[config.mk]
export PLATFORM = sky130hd
export DESIGN_NAME = traffic_light_ctrl
export DESIGN_NICKNAME = d
export VERILOG_FILES = /design/src/rtl/traffic_pkg.sv /design/src/rtl/sec_tick_detect.sv /design/src/rtl/traffic_light_ctrl.sv
export SDC_FILE = /design/constraint.sdc
export NUM_CORES = 1
export LEC_CHECK = 0
export BUFFER_PORTS_ARGS = -buffer_cell sky130_fd_sc_hd__buf_2
export CORE_ASPECT_RATIO = 0.75
export CORE_MARGIN = 4
export CORE_UTILIZATION = 48
export CTS_BUF_LIST = sky130_fd_sc_hd__clkbuf_4
export DETAILED_ROUTE_END_ITERATION = 8
export GPL_TIMING_DRIVEN = 0
export HOLD_SLACK_MARGIN = 0.1
export PLACE_DENSITY = 0.76
export SYNTH_ARGS = -nofsm -noshare
export SYNTH_HDL_FRONTEND = slang
export SYNTH_SLANG_ARGS = --single-unit
[constraint.sdc]
create_clock -name clk -period 2 [get_ports clk]
set_input_delay 0.1 -clock clk [delete_from_list [all_inputs] [get_ports clk]]
set_output_delay 0.1 -clock clk [all_outputs]
set_load 0.05 [all_outputs]
[src/rtl/traffic_pkg.sv]
// rtl/traffic_pkg.sv - shared state, light and count definitions for the traffic light controller
package traffic_pkg;

    localparam int CNT_W = 8;

    typedef enum logic [2:0] {
        MAIN_G = 3'd0,
        MAIN_Y = 3'd1,
        RED1   = 3'd2,
        SIDE_G = 3'd3,
        SIDE_Y = 3'd4,
        RED2   = 3'd5
    } tl_state_t;

    localparam logic [2:0] LIGHT_R = 3'b100;
    localparam logic [2:0] LIGHT_Y = 3'b010;
    localparam logic [2:0] LIGHT_G = 3'b001;

    // {main, side} lamp pattern; any state not listed shows red on both roads
    function automatic logic [5:0] lights_for(tl_state_t s);
        logic [5:0] l;
        l = {LIGHT_R, LIGHT_R};
        case (s)
            MAIN_G:  l = {LIGHT_G, LIGHT_R};
            MAIN_Y:  l = {LIGHT_Y, LIGHT_R};
            SIDE_G:  l = {LIGHT_R, LIGHT_G};
            SIDE_Y:  l = {LIGHT_R, LIGHT_Y};
            default: l = {LIGHT_R, LIGHT_R};
        endcase
        return l;
    endfunction

endpackage

[src/rtl/sec_tick_detect.sv]
// rtl/sec_tick_detect.sv - one-clk tick on each rising edge of the seconds strobe
module sec_tick_detect (
    input  logic clk,
    input  logic reset,
    input  logic sec_clk,
    output logic tick
);

    logic sec_prev_q;

    always_ff @(posedge clk or negedge reset) begin
        if (!reset) begin
            sec_prev_q <= 1'b0;
        end else begin
            sec_prev_q <= sec_clk;
        end
    end

    assign tick = sec_clk & ~sec_prev_q;

endmodule

[src/rtl/traffic_light_ctrl.sv]
// rtl/traffic_light_ctrl.sv - two-road traffic light sequencer; TL_PED_REQ_EN adds pedestrian-shortened main green
module traffic_light_ctrl
    import traffic_pkg::*;
#(
    parameter int GREEN_MAIN_S = 30,
    parameter int GREEN_SIDE_S = 20,
    parameter int YELLOW_S     = 3,
    parameter int ALLRED_S     = 1,
    parameter int PED_MIN_S    = 5
) (
    input  logic             clk,
    input  logic             reset,
    input  logic             sec_clk,
`ifdef TL_PED_REQ_EN
    input  logic             ped_req,
`endif
    output logic [2:0]       main_light,
    output logic [2:0]       side_light,
    output logic [CNT_W-1:0] count_s,
    output logic [2:0]       state_o
);

    if ((GREEN_MAIN_S < 1) || (GREEN_MAIN_S > 99) ||
        (GREEN_SIDE_S < 1) || (GREEN_SIDE_S > 99) ||
        (YELLOW_S     < 1) || (YELLOW_S     > 99) ||
        (ALLRED_S     < 1) || (ALLRED_S     > 99) ||
        (PED_MIN_S    < 1) || (PED_MIN_S    > 99)) begin : g_bad_duration
        $error("traffic_light_ctrl: every duration must lie in 1..99");
    end

    localparam logic [CNT_W-1:0] DUR_GM  = CNT_W'(GREEN_MAIN_S);
    localparam logic [CNT_W-1:0] DUR_GS  = CNT_W'(GREEN_SIDE_S);
    localparam logic [CNT_W-1:0] DUR_Y   = CNT_W'(YELLOW_S);
    localparam logic [CNT_W-1:0] DUR_AR  = CNT_W'(ALLRED_S);
    localparam logic [CNT_W-1:0] CNT_ONE = CNT_W'(1);

    function automatic logic [CNT_W-1:0] dur_of(tl_state_t s);
        logic [CNT_W-1:0] d;
        d = DUR_AR;
        case (s)
            MAIN_G:         d = DUR_GM;
            MAIN_Y, SIDE_Y: d = DUR_Y;
            SIDE_G:         d = DUR_GS;
            default:        d = DUR_AR;
        endcase
        return d;
    endfunction

    logic             tick;
    tl_state_t        state_q;
    tl_state_t        next_state_d;
    logic [CNT_W-1:0] count_q;
    logic [2:0]       main_light_q;
    logic [2:0]       side_light_q;
    logic             shorten;
    logic             last_sec;

    sec_tick_detect u_tick (
        .clk     (clk),
        .reset   (reset),
        .sec_clk (sec_clk),
        .tick    (tick)
    );

    always_comb begin
        next_state_d = MAIN_G;
        case (state_q)
            MAIN_G:  next_state_d = MAIN_Y;
            MAIN_Y:  next_state_d = RED1;
            RED1:    next_state_d = SIDE_G;
            SIDE_G:  next_state_d = SIDE_Y;
            SIDE_Y:  next_state_d = RED2;
            default: next_state_d = MAIN_G;
        endcase
    end

    assign last_sec = (count_q <= CNT_ONE);

`ifdef TL_PED_REQ_EN
    localparam logic [CNT_W-1:0] DUR_PM = CNT_W'(PED_MIN_S);

    logic ped_pending_q;

    // A press that coincides with side-green entry is kept rather than lost
    always_ff @(posedge clk or negedge reset) begin
        if (!reset) begin
            ped_pending_q <= 1'b0;
        end else if (ped_req) begin
            ped_pending_q <= 1'b1;
        end else if (tick && last_sec && (state_q == RED1)) begin
            ped_pending_q <= 1'b0;
        end
    end

    assign shorten = (state_q == MAIN_G) && ped_pending_q && (count_q > DUR_PM);
`else
    assign shorten = 1'b0;
`endif

    always_ff @(posedge clk or negedge reset) begin
        if (!reset) begin
            state_q      <= RED2;
            count_q      <= DUR_AR;
            main_light_q <= LIGHT_R;
            side_light_q <= LIGHT_R;
        end else if (tick) begin
            if (shorten) begin
`ifdef TL_PED_REQ_EN
                count_q <= DUR_PM;
`endif
            end else if (!last_sec) begin
                count_q <= count_q - CNT_ONE;
            end else begin
                state_q                      <= next_state_d;
                count_q                      <= dur_of(next_state_d);
                {main_light_q, side_light_q} <= lights_for(next_state_d);
            end
        end
    end

    assign main_light = main_light_q;
    assign side_light = side_light_q;
    assign count_s    = count_q;
    assign state_o    = state_q;

endmodule

==> metrics.md <==
| Metric | Value |
|---|---|
| Top delay family on crit path | simple AND/OR/NAND/NOR gates |
| Post-Syn Area per Cell | 10.4 µm² |
| Final hold viol count | 0 |
| Worst Skew | 0.00934 ns |
| DP Worst Slack | 0.00261 ns |
| Vias/cell | 5.84 |
| Post-synthesis cell type count | 35 |
| Xor and xnor area share after synthesis | 0.903% |
| CP cell instances | or4_4 -> or4_1 -> a31oi_1 -> a31oi_1 |
| Via count | 817 |
| Rows | 13 |
| Post-Synth Adder-Cell Area | 2.58% |
| Final setup margin | 0.0650 ns |
| Crit path time final | 1.93 ns |
| R2r startpoint | count_s[2]$_DFFE_PN0P_ |
| Critical Path RT | 2.16 ns |
| Postcts setup bufs | 0 |
| Cells after Synth | 93 |
| Dominant cell type by area after synthesis | dfrtp_1 |
| Port Buffer Count | 19 |
| Synth top area cells | dfrtp_1 (34%), dfstp_2 (14%), mux2_2 (7.0%) |
| CTS max path bufs | 2 |
| Syn. warnings | 0 |
| Max-Cap Viols | 0 |
| CP max stage delay | 0.58 ns |
| GRT overflow | 0 |
| Initial antenna violation count | 0 |
| Layout cell share with drive strength beyond 1 | 37.3% |
| R2r setup slk | 0.07 ns |
| EDFF count, synth | 0 |
| Final WL | 2.20 mm |
| Nets | 124 |
| Critical path peak fanout | 6 |
| DRC violations left | 0 |
| Max-slew violation count | 0 |
| Largest net degree at the start of global routing | 19 |
| Worst-Margin Slew | 0.679 ns |
| Final Setup Violations | 0 |
| Status | finished clean |
| Post-DRT Antenna Nets | 0 |
| DR WL/cell | 15.7 µm |
| Vias in the first global route | 763 |
| Dpl hpwl | 1.59 mm |
| Buffers & Inverters on Critical Path | 0 |
| IR drop worst, VDD | 0.971 mV |
| Top-area cell type share of the netlist area | 33.5% |
| Power Density | 1710 nW/µm² |
| Initial Util | 53.2% |
| Die area | 2810 µm² |
| Post-synthesis compound-gate area fraction | 16.6% |
| Simple-gate share of the synthesized area | 19.9% |
| Fmax | 0.517 GHz |
| CTS tree | built |
| Crit-path slowest cell | or4_4 |
| CP arrival | 2.09 ns |
| Worst-skew pair later-pin latency | 0.30 ns |
| Largest family of logic cells by synthesized area | simple AND/OR/NAND/NOR gates |
| Final Cycle Share | 96.7% |
| Core ar. | 1820 µm² |
| Antenna cells | 0 |
| Syn nets | 98 |
| Pre-antenna DRT Iters | 4 |
| Die X | 59.9 µm |
| Pleak | 0.522 nW |
| Clock sink count | 18 |
| Post-synthesis mux area share | 10.1% |
| Global Route Usage Sum | 18.1% |
| Crit Reg-Reg Endpoint | count_s[3]$_DFFE_PN0P_ |
| Utilization after layout | 64.1% |
| Ports | 20 |
| Mapped Area | 970 µm² |
| Cts bufs inserted | 3 |
| Die Y | 46.9 µm |
| Clk slew on worst S/H paths | 0.11 ns |
| RSZ-0062 raised after global routing | no |
| Initial drt markers | 23 |
| Worst min path class | input port to async pin |
| Area Overhead vs Synth | 20.5% |
| Top_reg_cell synth | dfrtp_1 |
| Total power | 2.00 mW |
| Synth Register Bits | 18 |
| Most frequent CP cell | a31oi_1 |
| Reg2Reg Depth | 4 |
| Startpoint types | flop |
| WHS | 0.249 ns |
| H-tree levels | 1 |
| Crit path depth | 4 |
| Seq/Total Area, Yosys | 47.1% |
| First-pass GRT wire length | 3.68 mm |
| GP Congestion | 0.824 |
| CP Class | flop to flop |
| Endpoint class of the critical path | flop |
| Post-synth ARST share | 100% |
| Max transition margin | 54.4% |
| CTS root buffer | clkbuf_4 |
through the flow:
stage,TNS [ns],std cells,instance area (µm²)
finish,0,140,1170
global route,0,140,1170
CTS,0,140,1170
detailed placement,0,134,1120
global placement,0,134,1120
floorplan,-0.0269,93,993
layer usage:
layer	part of all wire [%]	wire length, µm	vias up	global-route usage [%]
li1	-	-	397	-
met1	49	1090	388	25.0
met2	43	952	24	28.4
met3	5.8	128	8	5.22
met4	1.5	34	0	3.98
met5	0	0	-	0
cell families (layout without fill, tap and decap cells):
family / Yosys count / after routing
and+or+nand+nor: 32 / 32
AOI/OAI and AO/OA: 24 / 24
DFF: 18 / 18
muxes: 9 / 9
buffers and inverters: 7 / 32
adders and majority gates: 2 / 2
xor gates and xnor gates: 1 / 1
cell usage after synthesis, types with 3 or more instances:
library cell,number
nor3_1,3
mux2i_1,3
o21ai_0,6
nand2_1,9
nor2_1,5
a21oi_1,3
dfrtp_1,13
inv_1,4
nand2b_1,3
mux2_2,6
nor2b_1,3
dfstp_2,5
repair_timing:
| item | 4_1_cts | 5_1_grt |
|---|---|---|
| gates resized for setup | 1 | 0 |
| endpoints found under the setup margin | 3 | 1 |
| pin swaps | 0 | 2 |
| endpoints found under the hold margin | 19 | 0 |
| hold buffers | 2 | 0 |
worst max path at each step:
stage	start	to	slack (ns)
final	count_s[2]$_DFFE_PN0P_	count_s[3]$_DFFE_PN0P_	0.07
after global routing	count_s[5]$_DFFE_PN0P_	count_s[3]$_DFFE_PN0P_	0.001
after CTS	count_s[5]$_DFFE_PN0P_	count_s[3]$_DFFE_PN0P_	0.07
after global placement	count_s[3]$_DFFE_PN0P_	state_o[1]$_DFFE_PN0P_	0.01
after floorplan	count_s[3]$_DFFE_PN0P_	state_o[1]$_DFFE_PN0P_	-0.02
after detailed placement	count_s[3]$_DFFE_PN0P_	main_light[2]$_DFFE_PN1P_	0.003
report_power, final:
group,leakage (nW),internal [mW],switching (mW)
registers,0.218,0.509,0.164
clock network,0.0154,0.0728,0.116
logic,0.289,0.351,0.787
total,0.522,0.933,1.07
worst reg2reg max path, delay by kind of cell, from the launching register on:
kind,cells,cell delay (ns)
flip-flops,1,0.46
AO/OA/AOI/OAI,2,0.25
AND/OR/NAND/NOR,2,1.08
state kept, by name, indices dropped and copies added, names as in the netlist:
signal	flops
count_s	8
main_light	3
side_light	3
state_o	3
u_tick.sec_prev_q	1
placed cells by master, fill, tap and decap left out, types with 2 or more instances in the layout:
| master | n |
|---|---|
| a21oi_1 | 3 |
| buf_2 | 19 |
| dfstp_2 | 5 |
| nand2b_1 | 3 |
| mux2_2 | 6 |
| o21ai_0 | 6 |
| dfrtp_2 | 2 |
| mux2i_1 | 3 |
| nor3_1 | 3 |
| nor2_1 | 5 |
| o22ai_1 | 2 |
| dfrtp_1 | 11 |
| a31oi_1 | 2 |
| dlygate4sd3_1 | 2 |
| nand2_1 | 9 |
| nor2b_1 | 3 |
| clkbuf_1 | 2 |
| o31ai_1 | 2 |
| clkbuf_4 | 3 |
| o41ai_1 | 2 |
| inv_1 | 3 |
| ha_1 | 2 |
cell type report:
class	count	area (µm²)
tap	22	27.5
inverter	4	15.0
timing repair buffer	21	115
fill	162	653
clock inverter	1	3.75
clock buffer	3	22.5
multi-input combinational	68	507
buffer	3	18.8
sequential	18	459
No activity file was read; power rests on OpenSTA's default activity.
